--- src/rtl/dmem_port_arbiter_if.sv ---
// dmem_port_arbiter_if: cpu/aux request ports and byte-wide memory port of dmem_port_arbiter.
interface dmem_port_arbiter_if #(parameter int ADDR_W = 5);
   logic              cpu_req, cpu_we, cpu_gnt, cpu_done, cpu_stall;
   logic [ADDR_W-1:0] cpu_addr;
   logic [31:0]       cpu_wdata, cpu_rdata;
   logic              aux_req, aux_we, aux_gnt, aux_done;
   logic [ADDR_W-1:0] aux_addr;
   logic [31:0]       aux_wdata, aux_rdata;
   logic              mem_en, mem_we;
   logic [ADDR_W-1:0] mem_addr;
   logic [7:0]        mem_wdata, mem_rdata;
   logic              busy;
   modport slave (
      input  cpu_req, cpu_we, cpu_addr, cpu_wdata, aux_req, aux_we, aux_addr, aux_wdata, mem_rdata,
      output cpu_gnt, cpu_done, cpu_rdata, cpu_stall, aux_gnt, aux_done, aux_rdata,
             mem_en, mem_we, mem_addr, mem_wdata, busy
   );
   modport master (
      output cpu_req, cpu_we, cpu_addr, cpu_wdata, aux_req, aux_we, aux_addr, aux_wdata, mem_rdata,
      input  cpu_gnt, cpu_done, cpu_rdata, cpu_stall, aux_gnt, aux_done, aux_rdata,
             mem_en, mem_we, mem_addr, mem_wdata, busy
   );
endinterface

--- src/rtl/dmem_port_arbiter.sv ---
// dmem_port_arbiter: serialises cpu/aux 32-bit accesses onto a byte-wide memory, big-endian.
// Round-robin arbitration; define DMEM_PORT_ARBITER_CPU_PRIO_EN for fixed cpu priority.
module dmem_port_arbiter #(parameter int ADDR_W = 5) (
   input logic clk,
   input logic rst_n,
   dmem_port_arbiter_if.slave bus
);
   typedef enum logic [1:0] {IDLE, BEAT, RTAIL, RESP} state_t;
   state_t            state_q, state_d;
   logic [1:0]        cnt_q, cnt_d;
   logic              own_q, own_d, last_q, last_d, we_q, we_d;
   logic [ADDR_W-1:0] addr_q, addr_d;
   logic [31:0]       wdata_q, wdata_d, rdata_q, rdata_d;
   logic              cpu_win, beat, resp;
`ifdef DMEM_PORT_ARBITER_CPU_PRIO_EN
   assign cpu_win = bus.cpu_req;
`else
   assign cpu_win = bus.cpu_req & (~bus.aux_req | last_q);
`endif
   always_ff @(posedge clk or negedge rst_n) begin
      if (!rst_n) begin
         state_q <= IDLE;
         cnt_q   <= '0;
         own_q   <= 1'b0;
         last_q  <= 1'b1;
         we_q    <= 1'b0;
         addr_q  <= '0;
         wdata_q <= '0;
         rdata_q <= '0;
      end else begin
         state_q <= state_d;
         cnt_q   <= cnt_d;
         own_q   <= own_d;
         last_q  <= last_d;
         we_q    <= we_d;
         addr_q  <= addr_d;
         wdata_q <= wdata_d;
         rdata_q <= rdata_d;
      end
   end
   // Read bytes arrive in order, so shifting each one in lands it in its big-endian slot.
   always_comb begin
      state_d = state_q;
      cnt_d   = cnt_q;
      own_d   = own_q;
      last_d  = last_q;
      we_d    = we_q;
      addr_d  = addr_q;
      wdata_d = wdata_q;
      rdata_d = rdata_q;
      case (state_q)
         IDLE: if (bus.cpu_req | bus.aux_req) begin
            own_d   = ~cpu_win;
            last_d  = ~cpu_win;
            we_d    = cpu_win ? bus.cpu_we : bus.aux_we;
            addr_d  = cpu_win ? bus.cpu_addr : bus.aux_addr;
            wdata_d = cpu_win ? bus.cpu_wdata : bus.aux_wdata;
            cnt_d   = '0;
            state_d = BEAT;
         end
         BEAT: begin
            cnt_d = cnt_q + 2'd1;
            if (!we_q && cnt_q != 2'd0) rdata_d = {rdata_q[23:0], bus.mem_rdata};
            if (cnt_q == 2'd3) state_d = we_q ? RESP : RTAIL;
         end
         RTAIL: begin
            rdata_d = {rdata_q[23:0], bus.mem_rdata};
            state_d = RESP;
         end
         RESP: state_d = IDLE;
      endcase
   end
   always_comb begin
      beat          = state_q == BEAT;
      resp          = state_q == RESP;
      bus.busy      = state_q != IDLE;
      bus.mem_en    = beat;
      bus.mem_we    = beat & we_q;
      bus.mem_addr  = beat ? addr_q + ADDR_W'(cnt_q) : '0;
      bus.mem_wdata = beat ? wdata_q[{~cnt_q, 3'b000} +: 8] : 8'h00;
      bus.cpu_gnt   = bus.busy & ~own_q;
      bus.aux_gnt   = bus.busy & own_q;
      bus.cpu_done  = resp & ~own_q;
      bus.aux_done  = resp & own_q;
      bus.cpu_rdata = rdata_q;
      bus.aux_rdata = rdata_q;
      bus.cpu_stall = bus.cpu_req & ~bus.cpu_done;
   end
endmodule

--- src/flat_wrapper.sv ---
// flat-port wrapper written by rule: the top's interface ports become plain ports
module dmem_port_arbiter_flat 
#(parameter int ADDR_W = 5)
  (clk, rst_n, bus_cpu_req, bus_cpu_we, bus_cpu_addr, bus_cpu_wdata, bus_aux_req, bus_aux_we, bus_aux_addr, bus_aux_wdata, bus_mem_rdata, bus_cpu_gnt, bus_cpu_done, bus_cpu_rdata, bus_cpu_stall, bus_aux_gnt, bus_aux_done, bus_aux_rdata, bus_mem_en, bus_mem_we, bus_mem_addr, bus_mem_wdata, bus_busy);
  dmem_port_arbiter_if #(.ADDR_W(ADDR_W)) bus_i ();
  input logic clk;
  input logic rst_n;
  input wire logic [$bits(bus_i.cpu_req)-1:0] bus_cpu_req;
  input wire logic [$bits(bus_i.cpu_we)-1:0] bus_cpu_we;
  input wire logic [$bits(bus_i.cpu_addr)-1:0] bus_cpu_addr;
  input wire logic [$bits(bus_i.cpu_wdata)-1:0] bus_cpu_wdata;
  input wire logic [$bits(bus_i.aux_req)-1:0] bus_aux_req;
  input wire logic [$bits(bus_i.aux_we)-1:0] bus_aux_we;
  input wire logic [$bits(bus_i.aux_addr)-1:0] bus_aux_addr;
  input wire logic [$bits(bus_i.aux_wdata)-1:0] bus_aux_wdata;
  input wire logic [$bits(bus_i.mem_rdata)-1:0] bus_mem_rdata;
  output wire logic [$bits(bus_i.cpu_gnt)-1:0] bus_cpu_gnt;
  output wire logic [$bits(bus_i.cpu_done)-1:0] bus_cpu_done;
  output wire logic [$bits(bus_i.cpu_rdata)-1:0] bus_cpu_rdata;
  output wire logic [$bits(bus_i.cpu_stall)-1:0] bus_cpu_stall;
  output wire logic [$bits(bus_i.aux_gnt)-1:0] bus_aux_gnt;
  output wire logic [$bits(bus_i.aux_done)-1:0] bus_aux_done;
  output wire logic [$bits(bus_i.aux_rdata)-1:0] bus_aux_rdata;
  output wire logic [$bits(bus_i.mem_en)-1:0] bus_mem_en;
  output wire logic [$bits(bus_i.mem_we)-1:0] bus_mem_we;
  output wire logic [$bits(bus_i.mem_addr)-1:0] bus_mem_addr;
  output wire logic [$bits(bus_i.mem_wdata)-1:0] bus_mem_wdata;
  output wire logic [$bits(bus_i.busy)-1:0] bus_busy;
  assign bus_i.cpu_req = bus_cpu_req;
  assign bus_i.cpu_we = bus_cpu_we;
  assign bus_i.cpu_addr = bus_cpu_addr;
  assign bus_i.cpu_wdata = bus_cpu_wdata;
  assign bus_i.aux_req = bus_aux_req;
  assign bus_i.aux_we = bus_aux_we;
  assign bus_i.aux_addr = bus_aux_addr;
  assign bus_i.aux_wdata = bus_aux_wdata;
  assign bus_i.mem_rdata = bus_mem_rdata;
  assign bus_cpu_gnt = bus_i.cpu_gnt;
  assign bus_cpu_done = bus_i.cpu_done;
  assign bus_cpu_rdata = bus_i.cpu_rdata;
  assign bus_cpu_stall = bus_i.cpu_stall;
  assign bus_aux_gnt = bus_i.aux_gnt;
  assign bus_aux_done = bus_i.aux_done;
  assign bus_aux_rdata = bus_i.aux_rdata;
  assign bus_mem_en = bus_i.mem_en;
  assign bus_mem_we = bus_i.mem_we;
  assign bus_mem_addr = bus_i.mem_addr;
  assign bus_mem_wdata = bus_i.mem_wdata;
  assign bus_busy = bus_i.busy;
  dmem_port_arbiter #(.ADDR_W(ADDR_W)) u_core (.clk(clk), .rst_n(rst_n), .bus(bus_i));
endmodule
--- config.mk ---
export PLATFORM = sky130hd
export DESIGN_NAME = dmem_port_arbiter_flat
export DESIGN_NICKNAME = d
export VERILOG_FILES = /design/src/rtl/dmem_port_arbiter_if.sv /design/src/rtl/dmem_port_arbiter.sv /design/src/flat_wrapper.sv
export SDC_FILE = /design/constraint.sdc
export NUM_CORES = 1
export LEC_CHECK = 0
export ABC_AREA = 1
export CAP_MARGIN = 20
export CORE_ASPECT_RATIO = 1.75
export CORE_UTILIZATION = 49
export CTS_CLUSTER_DIAMETER = 30
export CTS_CLUSTER_SIZE = 12
export DETAILED_ROUTE_END_ITERATION = 6
export GPL_ROUTABILITY_DRIVEN = 0
export PLACE_DENSITY = 0.87
export SYNTH_ARGS = -nofsm -noshare
export SYNTH_HDL_FRONTEND = slang
export SYNTH_SLANG_ARGS = --single-unit
--- constraint.sdc ---
create_clock -name clk -period 3.95 [get_ports clk]
set_clock_uncertainty 0.1 [all_clocks]
set_input_delay 0.5925 -clock clk [delete_from_list [all_inputs] [get_ports clk]]
set_output_delay 0.5925 -clock clk [all_outputs]
set_load 0.02 [all_outputs]
# --- Word-level counts from Yosys, hierarchy flattened ---
# Index checks and enable logic that the tools add are counted.
totals:
  register_bits: 76
  elab_cells: 56
  output_inout_bits: 85
op_classes:
  muxes: 13
  add_sub_neg: 2
  n_bitwise: 14
  reduce_logical: 11
  n_shift: 1
  n_eq_ne: 7
op_table:
  columns: ["cell", "n"]
  rows:
  - ["$mux 32", 2]
  - ["$pmux 32 s2", 1]
  - ["$shiftx 32x6->8", 1]
  - ["$mux 5", 2]
  - ["$mux 8", 1]
  - ["$pmux 2 s4", 1]
  - ["$reduce_and 2->1", 4]
  - ["$reduce_bool 2->1", 4]
  - ["$and 1x1->1", 7]
  - ["$eq 2x2->1 const B", 3]
  - ["$mux 2", 3]
  - ["$ne 2x1->1 const B", 3]
  - ["$add 5x2->5", 1]
  - ["$not 1->1", 4]
  - ["$pmux 2 s2", 1]
  - ["$add 2x1->2 const B", 1]
  - ["$eq 2x1->1 const B", 1]
  - ["$logic_not 2->1", 1]
  - ["$mux 1", 2]
  - ["$not 2->2", 1]
  - ["$or 1x1->1", 2]
  - ["$logic_and 1x1->1", 1]
  - ["$logic_not 1->1", 1]

# --- Longest topological paths before layout ---
# Gate-level depths: netlist of run 1.
logic_depth:
  ltp_word: 4
  mapped_depth: 10
  mapped_depth_nobuf: 7

# --- Worst setup path after synthesis of run 1 ---
# Ideal clock, no wire load.
synth_timing:
  kind: "register to output"
  start: "register u_core.cnt_q[1]"
  end: "output port bus_mem_addr[4]"
  t_arrival_ps: 1723
  path_slack_ps: 1535
  stages_incl_launch_ff: 7
  path_cell_list: "dfrtp_1 buf_2 clkinv_1 fa_1 nor2_1 a21oi_1 nor2_1"
synth_between:
  elab_chain_cells: 2
synth_lines:
  columns: ["element", "line", "text"]
  rows:
  - ["start: declaration", "dmem_port_arbiter.sv:10", "logic [1:0] cnt_q, cnt_d;"]
  - ["start signal: assignment", "dmem_port_arbiter.sv:32", "cnt_q <= cnt_d;"]
  - ["$add 5x2->5", "dmem_port_arbiter.sv:79", "bus.mem_addr = beat ? addr_q + ADDR_W'(cnt_q) : '0;"]
  - ["$mux 5", "dmem_port_arbiter.sv:79", null]
  - ["end: declaration", "flat_wrapper.sv:26", "output wire logic [$bits(bus_i.mem_addr)-1:0] bus_mem_addr;"]
# No other way between the ends.

# --- Final worst setup path of run 1 ---
# Ends and elaborated chain as after synthesis.

==> results.cfg, run 1 <==
[clock_tree]
cts.clk_slew.worst_paths_ps = 50
cts-resized-gates = 0
clock_path_buffers = 2
clk_root_buffer_cell = clkbuf_16
numClockSinks = 76
cts_htree_levels = 3
cts_tree = done
clock_insertion_delay_worst_skew_ps = 330
cts-buffers-inserted = 9
postCtsHoldBufs = 0
cts_post_setup_buffers_inserted = 0

[timing]
highest_clock_frequency_the_design_can_meet_mhz = 283.5
setup_viol = 0
worst_slew_margin_rel_pct = 37.90
hold_viol = 0
layout_worst_path_cycle_share_pct = 89.29
final_critical_path_setup_slack_ps = 423.2
max_slew.worst_pin.slew_ps = 931.5
rsz0062_at_grt = false
final_max_slew_viol_count = 0
period_minus_slack_ps = 3527
totalNegativeSetupSlack_ps = 0

[power_and_ir_drop]
internal_power_mw = 2.898
p_per_area_nw_per_um2 = 806.6
power.switching_mw = 2.266
clock_power_share_pct = 16.8
power_frac_seq_pct = 28.5
comb_power_share_pct = 54.7
p_total_mw = 5.164
switching_share_pct = 43.88
leakagePower_nw = 3.442
worst_ir_drop_vdd_mv = 0.4235

[cells_and_area]
antenna_cells_inserted = 0
layout.cells.most_common = nand2_1
most_frequent_cells_in_the_layout = 228 x nand2_1, 171 x clkdlybuf4s50_1, 131 x nand3_1
final_nets = 888
post_layout_nonfiller_instances = 916
syn_to_final_growth_pct = 37.59
design_area_sq_um = 6402
layout-drive-gt1-share_pct = 3.643

[logic_synthesis]
synthDominantAreaCellType = dfrtp_1
synth_top_area_share_pct = 40.33
yosys_warnings = 0
post_synth_instance_area_sq_um = 4653
netlist_instances = 673
register_bit_count_reported_by_yosys = 76
synthesis.area_per_instance_sq_um = 6.914
synthesis.nets = 770
synth_cell_types = 21
synth_area_leaders = dfrtp_1 40%, nand2_1 18%, nand3_1 14%
seq_area_frac_synth_pct = 40.90

[route]
firstDrtPassIters = 5
routed_wirelength_microns = 11710
drt-vias-per-instance = 5.001
top_signal_layer_used = met4
dr.first_iter.drc_count = 206
met1Wirelength_microns = 4404
routed-via-count = 4581
drc_errors = 0
met3RoutedLength_microns = 604
wl_met2_microns = 6397
final_antenna_net_count = 0
route.detailed.wl_per_inst_microns = 12.79

[worst_setup_path]
setup.worst_path.start_class = flop
worst_path_largest_cell_delay_ps = 620
cpMostUsedCell = nor2_1
cp.arrival_ps = 2830
crit_chain = clkinv_1, fa_1, nor2_1, a21oi_1, nor2_1, clkdlybuf4s50_1
crit_path_top_delay_cell = clkdlybuf4s50_1
worstSetupPathType = reg2out
timing.critical_path.required_ps = 3260
cp_max_fo = 12
endpoint_kind = primary output
critPathBufInv = 2
path_delay_family = buffers and inverters

[floorplanning]
boundaryPins = 173
placementRows = 46
dieArea_sq_um = 9905
initial_utilization_pct = 50.85
core_area_sq_um = 9151
die_w_microns = 75.67
fp.dieH_microns = 130.9

[grt]
antenna_found_initial = 0
gr-total-overflow = 0
grt_max_degree = 77
track_usage_pct = 24.54
first_global_vias = 4276
grt_first_pass_wirelength_microns = 18530

[placement]
dp_slack_ps = 812.9
postPlaceCellArea_sq_um = 6085
port_buffers = 172
number_of_instances_in_the_placed_design = 900
hpwlAfterDp_microns = 8534

[flow_run]
max_cap_violations = 0

[hold_path]
worst_hold_path_type = in2async

[outcome]
run_status = completed
stage by stage:
stage | hold WS, ps | utilization [%]
floorplan | 196.9 | -
global placement | 364.9 | 66.49
detailed placement | 366.2 | 66.49
CTS | 337.8 | 69.96
global route | 392.9 | 69.96
finish | 306.6 | 69.96
cell type report:
cell class | instances | area (sq um)
repair buffers | 176 | 1749
inverters | 126 | 473.0
clock inverters | 5 | 75.07
multi-input cells | 402 | 1809
well taps | 120 | 150.1
clock buffers | 11 | 242.7
fillers | 705 | 2749
flip-flops and latches | 76 | 1903
logic make-up after synthesis:
logic type	count (synthesis)	synth area share (%)
DFF	76	40.90
adders and majority gates	9	2.581
buffers and inverters	195	20.22
AOI/OAI and AO/OA	19	2.393
and+or+nand+nor	374	33.91
final timing paths:
kind / depth (start not counted) / from / to / slack, ps
max in group asynchronous: 1 / rst_n / u_core.addr_q[3] / 2840
min in group clk: 2 / u_core.wdata_q[29] / u_core.wdata_q[29] / 390
worst min-delay path: 1 / rst_n / u_core.bus.aux_rdata[21] / 310
worst max register to register: 7 / u_core.state_q[1] / u_core.bus.aux_rdata[20] / 1240
worst max-delay path: 6 / u_core.cnt_q[1] / bus_mem_addr[4] / 420
worst min register to register: 2 / u_core.wdata_q[29] / u_core.wdata_q[29] / 390
worst register-to-register path, stage by stage (launching register included):
cell and delay [ps]:
dfrtp_1 430, inv_1 110, ha_1 450, inv_2 230, nand2_2 520, nand2_2 510, nand2_1 200, nand2_1 60
Yosys cell counts:
library cell / count
nor2_1: 11
dfrtp_1: 75
clkinv_1: 1
nand2_2: 4
o21ai_1: 2
buf_2: 23
nand3_1: 131
o21ai_0: 2
inv_1: 122
fa_1: 1
buf_6: 4
o21ai_4: 1
dfstp_2: 1
buf_1: 1
nand2_1: 228
ha_1: 8
clkbuf_1: 1
inv_2: 3
a21oi_1: 12
o211ai_1: 2
buf_4: 40
flip-flops by register name, indices dropped and copies added (netlist names):
signal,count
u_core.cnt_q,2
u_core.bus.aux_rdata,32
u_core.own_q,1
u_core.last_q,1
u_core.we_q,1
u_core.wdata_q,32
u_core.state_q,2
u_core.addr_q,5
power groups by stage:
stage / combinational, mW / sequential, mW / clock [mW]
2_1_floorplan: 1.80 / 1.56 / 0
6_report: 2.83 / 1.47 / 0.866
4_1_cts: 2.84 / 1.47 / 0.878
5_1_grt: 3.13 / 1.51 / 0.903
3_3_place_gp: 2.76 / 1.45 / 0
3_5_place_dp: 2.82 / 1.47 / 0
per-layer routing:
layer / vias to the layer above / global-route usage, %
met4: 0 / 12.96
li1: 2243 / -
met3: 30 / 2.454
met1: 2121 / 26.90
met2: 187 / 45.06
met5: - / 0
Note: power is estimated with default switching activity, not from simulation.
==> run 2: changes to the inputs <==
--- a/config.mk
+++ b/config.mk
@@ -6,6 +6,7 @@
 export NUM_CORES = 1
 export LEC_CHECK = 0
 export ABC_AREA = 1
+export ABC_CLOCK_PERIOD_IN_PS = 3950
 export CAP_MARGIN = 20
 export CORE_ASPECT_RATIO = 1.75
 export CORE_UTILIZATION = 49
==> results of run 2 <==
No change in the layout: final DEF, timing and power equal those of run 1.
==> run 3: changes to the inputs <==
--- a/config.mk
+++ b/config.mk
@@ -10,7 +10,7 @@
 export CAP_MARGIN = 20
 export CORE_ASPECT_RATIO = 1.75
 export CORE_UTILIZATION = 49
-export CTS_CLUSTER_DIAMETER = 30
+export CTS_CLUSTER_DIAMETER = 150
 export CTS_CLUSTER_SIZE = 12
 export DETAILED_ROUTE_END_ITERATION = 6
 export GPL_ROUTABILITY_DRIVEN = 0
==> results of run 3 <==
No change in the layout: final DEF, timing and power equal those of run 1.
